--- config.mk ---
export PLATFORM = sky130hd
export DESIGN_NAME = mips_multicycle_ctrl
export DESIGN_NICKNAME = d
export VERILOG_FILES = /design/src/rtl/mips_ctrl_pkg.sv /design/src/rtl/mips_multicycle_ctrl_aludec.sv /design/src/rtl/mips_multicycle_ctrl.sv
export SDC_FILE = /design/constraint.sdc
export NUM_CORES = 1
export LEC_CHECK = 0
export ABC_AREA = 0
export BUFFER_PORTS_ARGS = -buffer_cell sky130_fd_sc_hd__buf_4
export CAP_MARGIN = 30
export CORE_UTILIZATION = 54
export DETAILED_ROUTE_END_ITERATION = 10
export PLACE_DENSITY = 0.8
export SLEW_MARGIN = 20
export SYNTH_ARGS = -nofsm -noshare
export SYNTH_HDL_FRONTEND = slang
export SYNTH_SLANG_ARGS = --single-unit
--- constraint.sdc ---
create_clock -name clk -period 2 [get_ports clk]
set_input_delay 0 -clock clk [delete_from_list [all_inputs] [get_ports clk]]
set_output_delay 0 -clock clk [all_outputs]
set_load 0.03 [all_outputs]
--- src/rtl/mips_ctrl_pkg.sv ---
// Shared definitions for the multicycle MIPS main controller.
// Contains:
//   state_t     - controller microstates, one per clock
//   alu_class_t - how the ALU decoder picks the ALU operation
//   ctrl_t      - Moore control word produced by each microstate
//   opcode / funct values, ALU operation codes, and the alusrcb,
//   pcsrc and ltype mux encodings used by the datapath.
package mips_ctrl_pkg;

  typedef enum logic [3:0] {
    S_FETCH,
    S_DECODE,
    S_MEMADR,
    S_MEMRD,
    S_MEMWB,
    S_MEMWR,
    S_RTYPEEX,
    S_RTYPEWB,
    S_BRANCH,
    S_IMMEX,
    S_IMMWB,
    S_JUMP
  } state_t;

  // AC_FUNCT defers the choice to the R-type funct field.
  typedef enum logic [2:0] {
    AC_NONE,
    AC_ADD,
    AC_SUB,
    AC_DADD,
    AC_AND,
    AC_OR,
    AC_FUNCT
  } alu_class_t;

  // Opcodes (instr[31:26])
  localparam logic [5:0] OP_RTYPE = 6'b000000;
  localparam logic [5:0] OP_LW    = 6'b100011;
  localparam logic [5:0] OP_LD    = 6'b110111;
  localparam logic [5:0] OP_LB    = 6'b100000;
  localparam logic [5:0] OP_LBU   = 6'b100100;
  localparam logic [5:0] OP_SW    = 6'b101011;
  localparam logic [5:0] OP_SD    = 6'b111111;
  localparam logic [5:0] OP_BEQ   = 6'b000100;
  localparam logic [5:0] OP_BNE   = 6'b000101;
  localparam logic [5:0] OP_ADDI  = 6'b001000;
  localparam logic [5:0] OP_DADDI = 6'b011000;
  localparam logic [5:0] OP_ANDI  = 6'b001100;
  localparam logic [5:0] OP_ORI   = 6'b001101;
  localparam logic [5:0] OP_J     = 6'b000010;

  // R-type funct codes (instr[5:0])
  localparam logic [5:0] FN_ADD  = 6'b100000;
  localparam logic [5:0] FN_SUB  = 6'b100010;
  localparam logic [5:0] FN_AND  = 6'b100100;
  localparam logic [5:0] FN_OR   = 6'b100101;
  localparam logic [5:0] FN_SLT  = 6'b101010;
  localparam logic [5:0] FN_DADD = 6'b101100;
  localparam logic [5:0] FN_DSUB = 6'b101110;

  // ALU operation codes
  localparam logic [3:0] ALU_AND  = 4'b0000;
  localparam logic [3:0] ALU_OR   = 4'b0001;
  localparam logic [3:0] ALU_ADD  = 4'b0010;
  localparam logic [3:0] ALU_SUB  = 4'b0110;
  localparam logic [3:0] ALU_SLT  = 4'b0111;
  localparam logic [3:0] ALU_DADD = 4'b1010;
  localparam logic [3:0] ALU_DSUB = 4'b1110;

  // ALU B-operand select
  localparam logic [2:0] SRCB_REGB       = 3'd0;
  localparam logic [2:0] SRCB_FOUR       = 3'd1;
  localparam logic [2:0] SRCB_SIGNIMM    = 3'd2;
  localparam logic [2:0] SRCB_SIGNIMM_SH = 3'd3;
  localparam logic [2:0] SRCB_ZEROIMM    = 3'd4;

  // Next-PC select
  localparam logic [1:0] PCSRC_ALU    = 2'd0;
  localparam logic [1:0] PCSRC_ALUOUT = 2'd1;
  localparam logic [1:0] PCSRC_JUMP   = 2'd2;

  // Load data formatting
  localparam logic [1:0] LTYPE_FULL    = 2'd0;
  localparam logic [1:0] LTYPE_BYTE_ZX = 2'd1;
  localparam logic [1:0] LTYPE_BYTE_SX = 2'd2;

  typedef struct packed {
    logic       pcwrite;
    logic       branch_eq;
    logic       branch_ne;
    logic       irwrite;
    logic       memwrite;
    logic       regwrite;
    logic       dtype;
    logic       iord;
    logic       memtoreg;
    logic       regdst;
    logic       alusrca;
    logic [2:0] alusrcb;
    logic [1:0] pcsrc;
    alu_class_t alu_class;
    logic [1:0] ltype;
  } ctrl_t;

  function automatic logic is_load(input logic [5:0] op);
    return (op == OP_LW) || (op == OP_LD) || (op == OP_LB) || (op == OP_LBU);
  endfunction

  function automatic logic is_store(input logic [5:0] op);
    return (op == OP_SW) || (op == OP_SD);
  endfunction

endpackage

--- src/rtl/mips_multicycle_ctrl_aludec.sv ---
// ALU decoder for the multicycle MIPS controller.
// Ports:
//   alu_class     in  operation class chosen by the current microstate
//   funct         in  R-type funct field (registered copy)
//   alucontrol    out ALU operation code
//   funct_illegal out high when alu_class is AC_FUNCT and funct is unsupported
module mips_multicycle_ctrl_aludec
  import mips_ctrl_pkg::*;
(
  input  alu_class_t  alu_class,
  input  logic [5:0]  funct,
  output logic [3:0]  alucontrol,
  output logic        funct_illegal
);

  always_comb begin
    alucontrol    = ALU_AND;
    funct_illegal = 1'b0;
    case (alu_class)
      AC_ADD:  alucontrol = ALU_ADD;
      AC_SUB:  alucontrol = ALU_SUB;
      AC_DADD: alucontrol = ALU_DADD;
      AC_AND:  alucontrol = ALU_AND;
      AC_OR:   alucontrol = ALU_OR;
      AC_FUNCT: begin
        case (funct)
          FN_ADD:  alucontrol = ALU_ADD;
          FN_SUB:  alucontrol = ALU_SUB;
          FN_AND:  alucontrol = ALU_AND;
          FN_OR:   alucontrol = ALU_OR;
          FN_SLT:  alucontrol = ALU_SLT;
          FN_DADD: alucontrol = ALU_DADD;
          FN_DSUB: alucontrol = ALU_DSUB;
          default: funct_illegal = 1'b1;
        endcase
      end
      default: alucontrol = ALU_AND;
    endcase
  end

endmodule

--- src/rtl/mips_multicycle_ctrl.sv ---
// Main control FSM for the 64-bit multicycle MIPS datapath.
// Ports:
//   clk, reset            rising-edge clock, synchronous active-high reset
//   op, funct             instruction opcode and funct fields
//   zero                  ALU zero flag, current cycle
//   pcen                  PC enable (pcwrite or taken branch)
//   irwrite, memwrite, regwrite, dtype, iord, memtoreg, regdst,
//   alusrca, alusrcb, pcsrc, alucontrol, ltype
//                         datapath strobes, Moore outputs of the microstate
//   illegal               one-cycle pulse for an unsupported op/funct
//   retired               retired-instruction counter, wraps mod 2^CNTW
module mips_multicycle_ctrl
  import mips_ctrl_pkg::*;
#(
  parameter int CNTW = 32
) (
  input  logic            clk,
  input  logic            reset,
  input  logic [5:0]      op,
  input  logic [5:0]      funct,
  input  logic            zero,
  output logic            pcen,
  output logic            irwrite,
  output logic            memwrite,
  output logic            regwrite,
  output logic            dtype,
  output logic            iord,
  output logic            memtoreg,
  output logic            regdst,
  output logic            alusrca,
  output logic [2:0]      alusrcb,
  output logic [1:0]      pcsrc,
  output logic [3:0]      alucontrol,
  output logic [1:0]      ltype,
  output logic            illegal,
  output logic [CNTW-1:0] retired
);

  state_t          state_q, state_d;
  logic [5:0]      op_q, op_d;
  logic [5:0]      funct_q, funct_d;
  logic            illegal_q, illegal_d;
  logic [CNTW-1:0] retired_q, retired_d;

  ctrl_t      ctrl;
  ctrl_t      ctrl_out;
  logic [3:0] aludec_alucontrol;
  logic       funct_illegal;
  logic       retire;

  // Control word per microstate. Everything here depends only on the
  // state and the op/funct captured on leaving DECODE.
  always_comb begin
    ctrl           = '0;
    ctrl.alu_class = AC_NONE;
    case (state_q)
      S_FETCH: begin
        ctrl.irwrite   = 1'b1;
        ctrl.alusrcb   = SRCB_FOUR;
        ctrl.alu_class = AC_ADD;
        ctrl.pcsrc     = PCSRC_ALU;
        ctrl.pcwrite   = 1'b1;
      end
      S_DECODE: begin
        ctrl.alusrcb   = SRCB_SIGNIMM_SH;
        ctrl.alu_class = AC_ADD;
      end
      S_MEMADR: begin
        ctrl.alusrca   = 1'b1;
        ctrl.alusrcb   = SRCB_SIGNIMM;
        ctrl.alu_class = AC_ADD;
      end
      S_MEMRD: begin
        ctrl.iord  = 1'b1;
        ctrl.dtype = (op_q == OP_LD);
        if (op_q == OP_LBU)
          ctrl.ltype = LTYPE_BYTE_ZX;
        else if (op_q == OP_LB)
          ctrl.ltype = LTYPE_BYTE_SX;
        else
          ctrl.ltype = LTYPE_FULL;
      end
      S_MEMWB: begin
        ctrl.memtoreg = 1'b1;
        ctrl.regwrite = 1'b1;
      end
      S_MEMWR: begin
        ctrl.iord     = 1'b1;
        ctrl.memwrite = 1'b1;
        ctrl.dtype    = (op_q == OP_SD);
      end
      S_RTYPEEX: begin
        ctrl.alusrca   = 1'b1;
        ctrl.alusrcb   = SRCB_REGB;
        ctrl.alu_class = AC_FUNCT;
      end
      S_RTYPEWB: begin
        ctrl.regdst   = 1'b1;
        ctrl.regwrite = 1'b1;
      end
      S_BRANCH: begin
        ctrl.alusrca   = 1'b1;
        ctrl.alusrcb   = SRCB_REGB;
        ctrl.alu_class = AC_SUB;
        ctrl.pcsrc     = PCSRC_ALUOUT;
        ctrl.branch_eq = (op_q == OP_BEQ);
        ctrl.branch_ne = (op_q == OP_BNE);
      end
      S_IMMEX: begin
        ctrl.alusrca = 1'b1;
        // Logical immediates are zero-extended, arithmetic ones sign-extended.
        ctrl.alusrcb = ((op_q == OP_ANDI) || (op_q == OP_ORI)) ? SRCB_ZEROIMM : SRCB_SIGNIMM;
        case (op_q)
          OP_DADDI: ctrl.alu_class = AC_DADD;
          OP_ANDI:  ctrl.alu_class = AC_AND;
          OP_ORI:   ctrl.alu_class = AC_OR;
          default:  ctrl.alu_class = AC_ADD;
        endcase
      end
      S_IMMWB: begin
        ctrl.regwrite = 1'b1;
      end
      S_JUMP: begin
        ctrl.pcsrc   = PCSRC_JUMP;
        ctrl.pcwrite = 1'b1;
      end
      default: ctrl = '0;
    endcase
  end

  mips_multicycle_ctrl_aludec u_aludec (
    .alu_class     (ctrl.alu_class),
    .funct         (funct_q),
    .alucontrol    (aludec_alucontrol),
    .funct_illegal (funct_illegal)
  );

  // Next-state logic. op/funct are captured only while in DECODE so that
  // later microstates ignore anything that happens on the op/funct inputs.
  // An illegal instruction raises illegal_d, which shows up as a one-cycle
  // pulse during the FETCH that follows.
  always_comb begin
    state_d   = state_q;
    op_d      = op_q;
    funct_d   = funct_q;
    illegal_d = 1'b0;
    retire    = 1'b0;
    case (state_q)
      S_FETCH: state_d = S_DECODE;
      S_DECODE: begin
        op_d    = op;
        funct_d = funct;
        if (is_load(op) || is_store(op))
          state_d = S_MEMADR;
        else begin
          case (op)
            OP_RTYPE:                           state_d = S_RTYPEEX;
            OP_BEQ, OP_BNE:                     state_d = S_BRANCH;
            OP_ADDI, OP_DADDI, OP_ANDI, OP_ORI: state_d = S_IMMEX;
            OP_J:                               state_d = S_JUMP;
            default: begin
              illegal_d = 1'b1;
              state_d   = S_FETCH;
            end
          endcase
        end
      end
      S_MEMADR: state_d = is_store(op_q) ? S_MEMWR : S_MEMRD;
      S_MEMRD:  state_d = S_MEMWB;
      S_RTYPEEX: begin
        if (funct_illegal) begin
          illegal_d = 1'b1;
          state_d   = S_FETCH;
        end else
          state_d = S_RTYPEWB;
      end
      S_IMMEX: state_d = S_IMMWB;
      S_MEMWB, S_MEMWR, S_RTYPEWB, S_BRANCH, S_IMMWB, S_JUMP: begin
        retire  = 1'b1;
        state_d = S_FETCH;
      end
      default: state_d = S_FETCH;
    endcase
    retired_d = retire ? retired_q + CNTW'(1) : retired_q;
  end

  // The controller's single state register.
  always_ff @(posedge clk) begin
    if (reset) begin
      state_q   <= S_FETCH;
      op_q      <= '0;
      funct_q   <= '0;
      illegal_q <= 1'b0;
      retired_q <= '0;
    end else begin
      state_q   <= state_d;
      op_q      <= op_d;
      funct_q   <= funct_d;
      illegal_q <= illegal_d;
      retired_q <= retired_d;
    end
  end

  // While reset is held every output reads 0, even though the state
  // register already sits in FETCH.
  assign ctrl_out   = reset ? '0 : ctrl;
  assign pcen       = ctrl_out.pcwrite | (ctrl_out.branch_eq & zero) | (ctrl_out.branch_ne & ~zero);
  assign irwrite    = ctrl_out.irwrite;
  assign memwrite   = ctrl_out.memwrite;
  assign regwrite   = ctrl_out.regwrite;
  assign dtype      = ctrl_out.dtype;
  assign iord       = ctrl_out.iord;
  assign memtoreg   = ctrl_out.memtoreg;
  assign regdst     = ctrl_out.regdst;
  assign alusrca    = ctrl_out.alusrca;
  assign alusrcb    = ctrl_out.alusrcb;
  assign pcsrc      = ctrl_out.pcsrc;
  assign ltype      = ctrl_out.ltype;
  assign alucontrol = reset ? 4'b0000 : aludec_alucontrol;
  assign illegal    = reset ? 1'b0 : illegal_q;
  assign retired    = reset ? '0 : retired_q;

endmodule

# [After elaboration in Yosys (flattened, before gate mapping)]
# Index checks and enable logic that the tools add are counted.
[word_totals] output_inout_bits=53 reg_bits=49
[op_classes] addsub=1 eq_ne=46 reduce_logical=18 n_bitwise=5 n_mux=35
[ops] op="equality test 6 bit (second input constant)" count=18
[ops] op="case mux 4 bit (6 select lines)" count=2
[ops] op="adder 32 x 1 -> 32 bit (second input constant)" count=1
[ops] op="two-way mux 32 bit" count=1
[ops] op="equality test 6 x 4 -> 1 bit (second input constant)" count=5
[ops] op="equality test 6 x 3 -> 1 bit (second input constant)" count=4
[ops] op="case mux 3 bit (4 select lines)" count=2
[ops] op="two-way mux 21 bit" count=1
[ops] op="case mux 4 bit (5 select lines)" count=1
[ops] op="equality test 4 x 3 -> 1 bit (second input constant)" count=4
[ops] op="equality test 4 bit (second input constant)" count=4
[ops] op="case mux 4 bit (4 select lines)" count=1
[ops] op="two-way mux 1 bit" count=14
[ops] op="equality test 6 x 5 -> 1 bit (second input constant)" count=2
[ops] op="two-way mux 3 bit" count=3
[ops] op="case mux 3 bit (3 select lines)" count=1
[ops] op="equality test 4 x 2 -> 1 bit (second input constant)" count=2
[ops] op="two-way mux 2 bit" count=4
[ops] op="two-way mux 4 bit" count=2
[ops] op="case mux 2 bit (2 select lines)" count=2
[ops] op="OR reduction 4 bit" count=2
[ops] op="OR reduction 8 bit" count=1
[ops] op="logical OR 1 bit" count=7
[ops] op="OR reduction 7 bit" count=1
[ops] op="14 further kinds" count=20

# [Longest topological paths before layout]
[depth] ltp_word=8 depth_mapped=7

# [Modules after synthesis]
# Synthesis repeated with hierarchy kept, for this count alone.
[unflattened] hier_cells=410 area_unflattened_um2=3034.2
[by_module_without_submodules] mod="mips_multicycle_ctrl" area_each_um2=2862.7 seq_area_each_um2=980.9 cells_each=385 n_inst=1
[by_module_without_submodules] mod="mips_multicycle_ctrl_aludec" area_each_um2=171.4 seq_area_each_um2=0.0 cells_each=25 n_inst=1

# [Least setup slack after synthesis]
# OpenSTA, ideal clock, no wires.
[synth_path] path_type="flip-flop to output port" start="register state_q[1]" end="output alucontrol[3]" t_required_ps=2000 n_path_buf=1 slack_ps=-254 arrival_time_ps=2254 path_stages_with_launch=7 cell_sequence="dfxtp_1 -> buf_2 -> and2b_1 -> and3_1 -> a21oi_1 -> or4_1 -> a211oi_1"
[synth_via] elab_chain_len=6
[synth_lines] item="from (decl)" line_no="mips_multicycle_ctrl.sv:39" rtl="state_t state_q, state_d;"
[synth_lines] item="from (signal assigned)" line_no="mips_multicycle_ctrl.sv:196" rtl="state_q <= state_d;"
[synth_lines] item="equality test 4 x 1 -> 1 bit (tied with other cells)" line_no="mips_multicycle_ctrl.sv:56" rtl="case (state_q)"
[synth_lines] item="OR reduction 3 bit (no line)"
[synth_lines] item="case mux 3 bit (4 select lines) *" line_no="mips_multicycle_ctrl.sv:56"
[synth_lines] item="equality test 3 bit (tied with other cells)" line_no="mips_multicycle_ctrl_aludec.sv:19" rtl="case (alu_class)"
[synth_lines] item="case mux 4 bit (5 select lines) *" line_no="mips_multicycle_ctrl_aludec.sv:19"
[synth_lines] item="two-way mux 4 bit *" line_no="mips_multicycle_ctrl.sv:219" rtl="assign alucontrol = reset ? 4'b0000 : aludec_alucontrol;"
[synth_lines] item="to (decl)" line_no="mips_multicycle_ctrl.sv:33" rtl="output logic [3:0] alucontrol,"
# Every way passes the cells marked *; elsewhere a longest branch is shown, timed or not.

# [Worst setup path after layout]
[layout_path] start="register funct_q[0]" end="output alucontrol[0]"
[layout_via] elab_chain_len=4
[layout_lines] item="from (decl)" line_no="mips_multicycle_ctrl.sv:41" rtl="logic [5:0] funct_q, funct_d;"
[layout_lines] item="from (signal assigned)" line_no="mips_multicycle_ctrl.sv:198" rtl="funct_q <= funct_d;"
[layout_lines] item="equality test 6 bit" line_no="mips_multicycle_ctrl_aludec.sv:26" rtl="case (funct)"
[layout_lines] item="case mux 4 bit (6 select lines) *" line_no="mips_multicycle_ctrl_aludec.sv:26"
[layout_lines] item="case mux 4 bit (5 select lines) *" line_no="mips_multicycle_ctrl_aludec.sv:19"
[layout_lines] item="two-way mux 4 bit *" line_no="mips_multicycle_ctrl.sv:219"
# Marked as above.

==> out/results.tsv <==
metric	value	unit
status	finished, violations left	
violations	setup timing	
grt_max_degree	63	
synth_mux_area_share	0.747	%
num_rows	26	
skew	9.36	ps
avgSynthCellArea	7.46	sq um
worst_slack	-52.9	ps
grt_first_pass_wirelength	13200	um
vias_per_cell	5.83	
setup.worst_path.start	funct_q[0]	
worstPathArrival	2050	ps
place_area	0.00367	sq mm
worstHoldStart	reset	
cpPeakStageDelay	490	ps
hold_viol_final	0	
clockPowerShare	34.0	%
gr-total-overflow	0	
worst-endpoint-required	2000	ps
critPathBufInv	1	
p_sw_share	26.4	%
timing.rr.start	state_q[1]	
dr.pass1.iters	4	
p_int	1500	uW
synth.net_count	420	
async_flop_share	0	%
power_frac_seq	50.1	%
ys.warnings.count	0	
die-area	0.00588	sq mm
synth_edf_count	0	
gp_congestion	0.878	
synth_top_area_share	32.5	%
antenna_left	0	
slew_viol_final	0	
cts-buffers-inserted	5	
netSwitchingPower	539	uW
ios	68	
crit_family	simple AND/OR/NAND/NOR gates	
finalNonFillerCells	566	
insertedDiodeCount	0	
ff_latch_area	0.00101	sq mm
syn_area	0.00301	sq mm
core_region_area	0.00524	sq mm
track_usage	27.3	%
cpMaxStageDelayCell	or4bb_1	
start_kind	flop	
relSlewSlack	59.3	%
finalInstanceArea	0.00407	sq mm
die_w	76.7	um
drc	0	
dieHeight	76.7	um
insertion_delay	310	ps
post-route-util	77.8	%
hp-class	input pin to flop	
max-vdd-ir-drop	465	uV
leakagePower	0.00162	uW
numPlacedInstances	536	
synth_top_area_cell	dfxtp_1	
worstPathMaxFanout	3	
cts.sinks	49	
ys_seq_area_share	32.5	%
power	2040	uW
nFillCells	390	
rsz0062_at_grt	yes	
finalSetupTns	-76.6	ps
synthFlopType	dfxtp_1	
area_growth	35.2	%
synth-adder-area-share	0.415	%
worst_slew_pin_slew	610	ps
clockBufferDepth	2	
ys_seq_elements	49	
vias	3297	
synthCells	404	
synth_compound_area_share	12.4	%
grt_pass1_vias	2951	
cellPowerDensity	500	mW/mm^2
cp_cell_sequence	or4bb_1 -> a21oi_1 -> nand2_1 -> mux2_2 -> nor3_2 -> buf_4	
drive_above_1_share	27.2	%
p_comb_share	16.0	%
initial_utilization	57.5	%
crit_type	flop to output port	
endpoint_kind	output port	
synth_area_leaders	dfxtp_1 33%, nor2b_1 7.7%, nand2_1 5.9%	
ys_types	50	
cap_violations	0	
multi_input_area	0.00196	sq mm
htree_levels	2	
synth-xor-area-share	7.85	%
routed_wl	8360	um
hpwl	5670	um
antenna_found_initial	0	
wl_per_cell	14.8	um
synth_top_family_by_area	simple AND/OR/NAND/NOR gates	
reg2reg_slack	100	ps
finalCritPeriodShare	103	%
synth-simple-area-share	41.2	%
nets	512	
clockRootBuffer	clkbuf_8	
clk_pin_slew	80	ps
drt_iter0_drc	146	
io_buffer_count	67	
tritoncts	done	
fmax	487	MHz
setup_viol	2	
period_needed	2050	ps
## cell type report
type                    count  area share, %
well taps                  70           2.15
clock buffers               5           1.69
inverters                   5          0.461
flip-flops and latches     49           24.7
clock inverters             2          0.860
repair buffers            114           21.9
multi-input cells         321           48.2
## final timing paths
check | to | cells past startpoint
setup / recovery | alucontrol[0] | 6
hold / removal | retired_q[11] | 2
setup reg to reg | retired_q[9] | 7
hold reg to reg | funct_q[5] | 2
## registers in the layout, indices dropped and copies added, names as in the netlist
register   count
retired_q     32
state_q        4
op_q           6
funct_q        6
illegal_q      1
## timing repair
item                                    CTS  global route
endpoints found under the setup margin    3             3
hold buffers                             12             0
endpoints found under the hold margin    12             0
pin swaps                                 5             3
gates resized for setup                  22             9
setup buffers                             7             4
## placed cells by master (no fill, tap or decap), types with 2 or more instances in the layout
| cell type | synthesis | routed |
|---|---|---|
| nand4_1 | 18 | 18 |
| or4_1 | 3 | 2 |
| and2_1 | 3 | 3 |
| nand2b_1 | 5 | 4 |
| a211oi_2 | 0 | 2 |
| a31oi_1 | 4 | 3 |
| and4_1 | 6 | 6 |
| xor2_1 | 16 | 16 |
| dfxtp_2 | 0 | 2 |
| clkbuf_8 | 0 | 5 |
| o21bai_1 | 2 | 2 |
| o31ai_1 | 4 | 4 |
| nor3_1 | 13 | 12 |
| nor4_1 | 13 | 13 |
| dfxtp_4 | 0 | 6 |
| or4bb_1 | 2 | 2 |
| buf_4 | 1 | 101 |
| a21oi_1 | 28 | 27 |
| nor3b_1 | 4 | 4 |
| nand2_1 | 47 | 47 |
| dfxtp_1 | 49 | 41 |
| nand3_1 | 12 | 12 |
| o21ai_0 | 8 | 7 |
| nor2_1 | 47 | 45 |
| a211o_1 | 3 | 3 |
| and3_1 | 5 | 4 |
| nor2b_1 | 37 | 37 |
| a2bb2oi_1 | 2 | 2 |
| or3_1 | 8 | 8 |
| mux2_2 | 2 | 2 |
| dlygate4sd3_1 | 0 | 12 |
| xnor2_1 | 11 | 11 |
| inv_1 | 5 | 5 |
## metal layers
layer | up-vias | track usage, % | share of wire, %
met2 | 114 | 47.9 | 51
met3 | 18 | 5.48 | 5.9
li1 | 1599 | - | -
met5 | - | 0 | 0
met1 | 1566 | 33.3 | 41
met4 | 0 | 8.08 | 1.4
## synth_stat cells (2+ instances only)
| cell | count |
|---|---|
| a211o_1 | 3 |
| a211oi_1 | 2 |
| a21oi_1 | 28 |
| a2bb2oi_1 | 2 |
| a31oi_1 | 4 |
| and2_1 | 3 |
| and3_1 | 5 |
| and4_1 | 6 |
| buf_1 | 4 |
| buf_2 | 4 |
| clkbuf_1 | 18 |
| dfxtp_1 | 49 |
| inv_1 | 5 |
| mux2_2 | 2 |
| nand2_1 | 47 |
| nand2b_1 | 5 |
| nand3_1 | 12 |
| nand4_1 | 18 |
| nor2_1 | 47 |
| nor2b_1 | 37 |
| nor3_1 | 13 |
| nor3b_1 | 4 |
| nor4_1 | 13 |
| o21ai_0 | 8 |
| o21bai_1 | 2 |
| o31ai_1 | 4 |
| or3_1 | 8 |
| or4_1 | 3 |
| or4bb_1 | 2 |
| xnor2_1 | 11 |
| xor2_1 | 16 |
## stage by stage
stage               setup slack [ps]  hold slack [ps]
floorplan                      -8.38              115
global placement                69.3              250
detailed placement              27.1              256
CTS                            -25.9              184
global route                    -102              212
finish                         -52.9              183
## power by group through the flow
stage / Sequential, uW / Clock [uW] / Combinational (uW)
6_report: 1020 / 692 / 326
5_1_grt: 1020 / 743 / 353
4_1_cts: 1020 / 700 / 304
3_5_place_dp: 1050 / 0 / 267
3_3_place_gp: 1040 / 0 / 262
2_1_floorplan: 1040 / 0 / 174
## cell families (layout without fill, tap and decap cells)
family          count (synthesis)  in the layout
flops                          49             49
compound gates                 60             60
fa+ha+maj                       1              1
xor+xnor                       27             27
buf+inv                        34            126
simple gates                  231            231
mux                             2              2
Note: power is estimated with default switching activity, not from simulation.
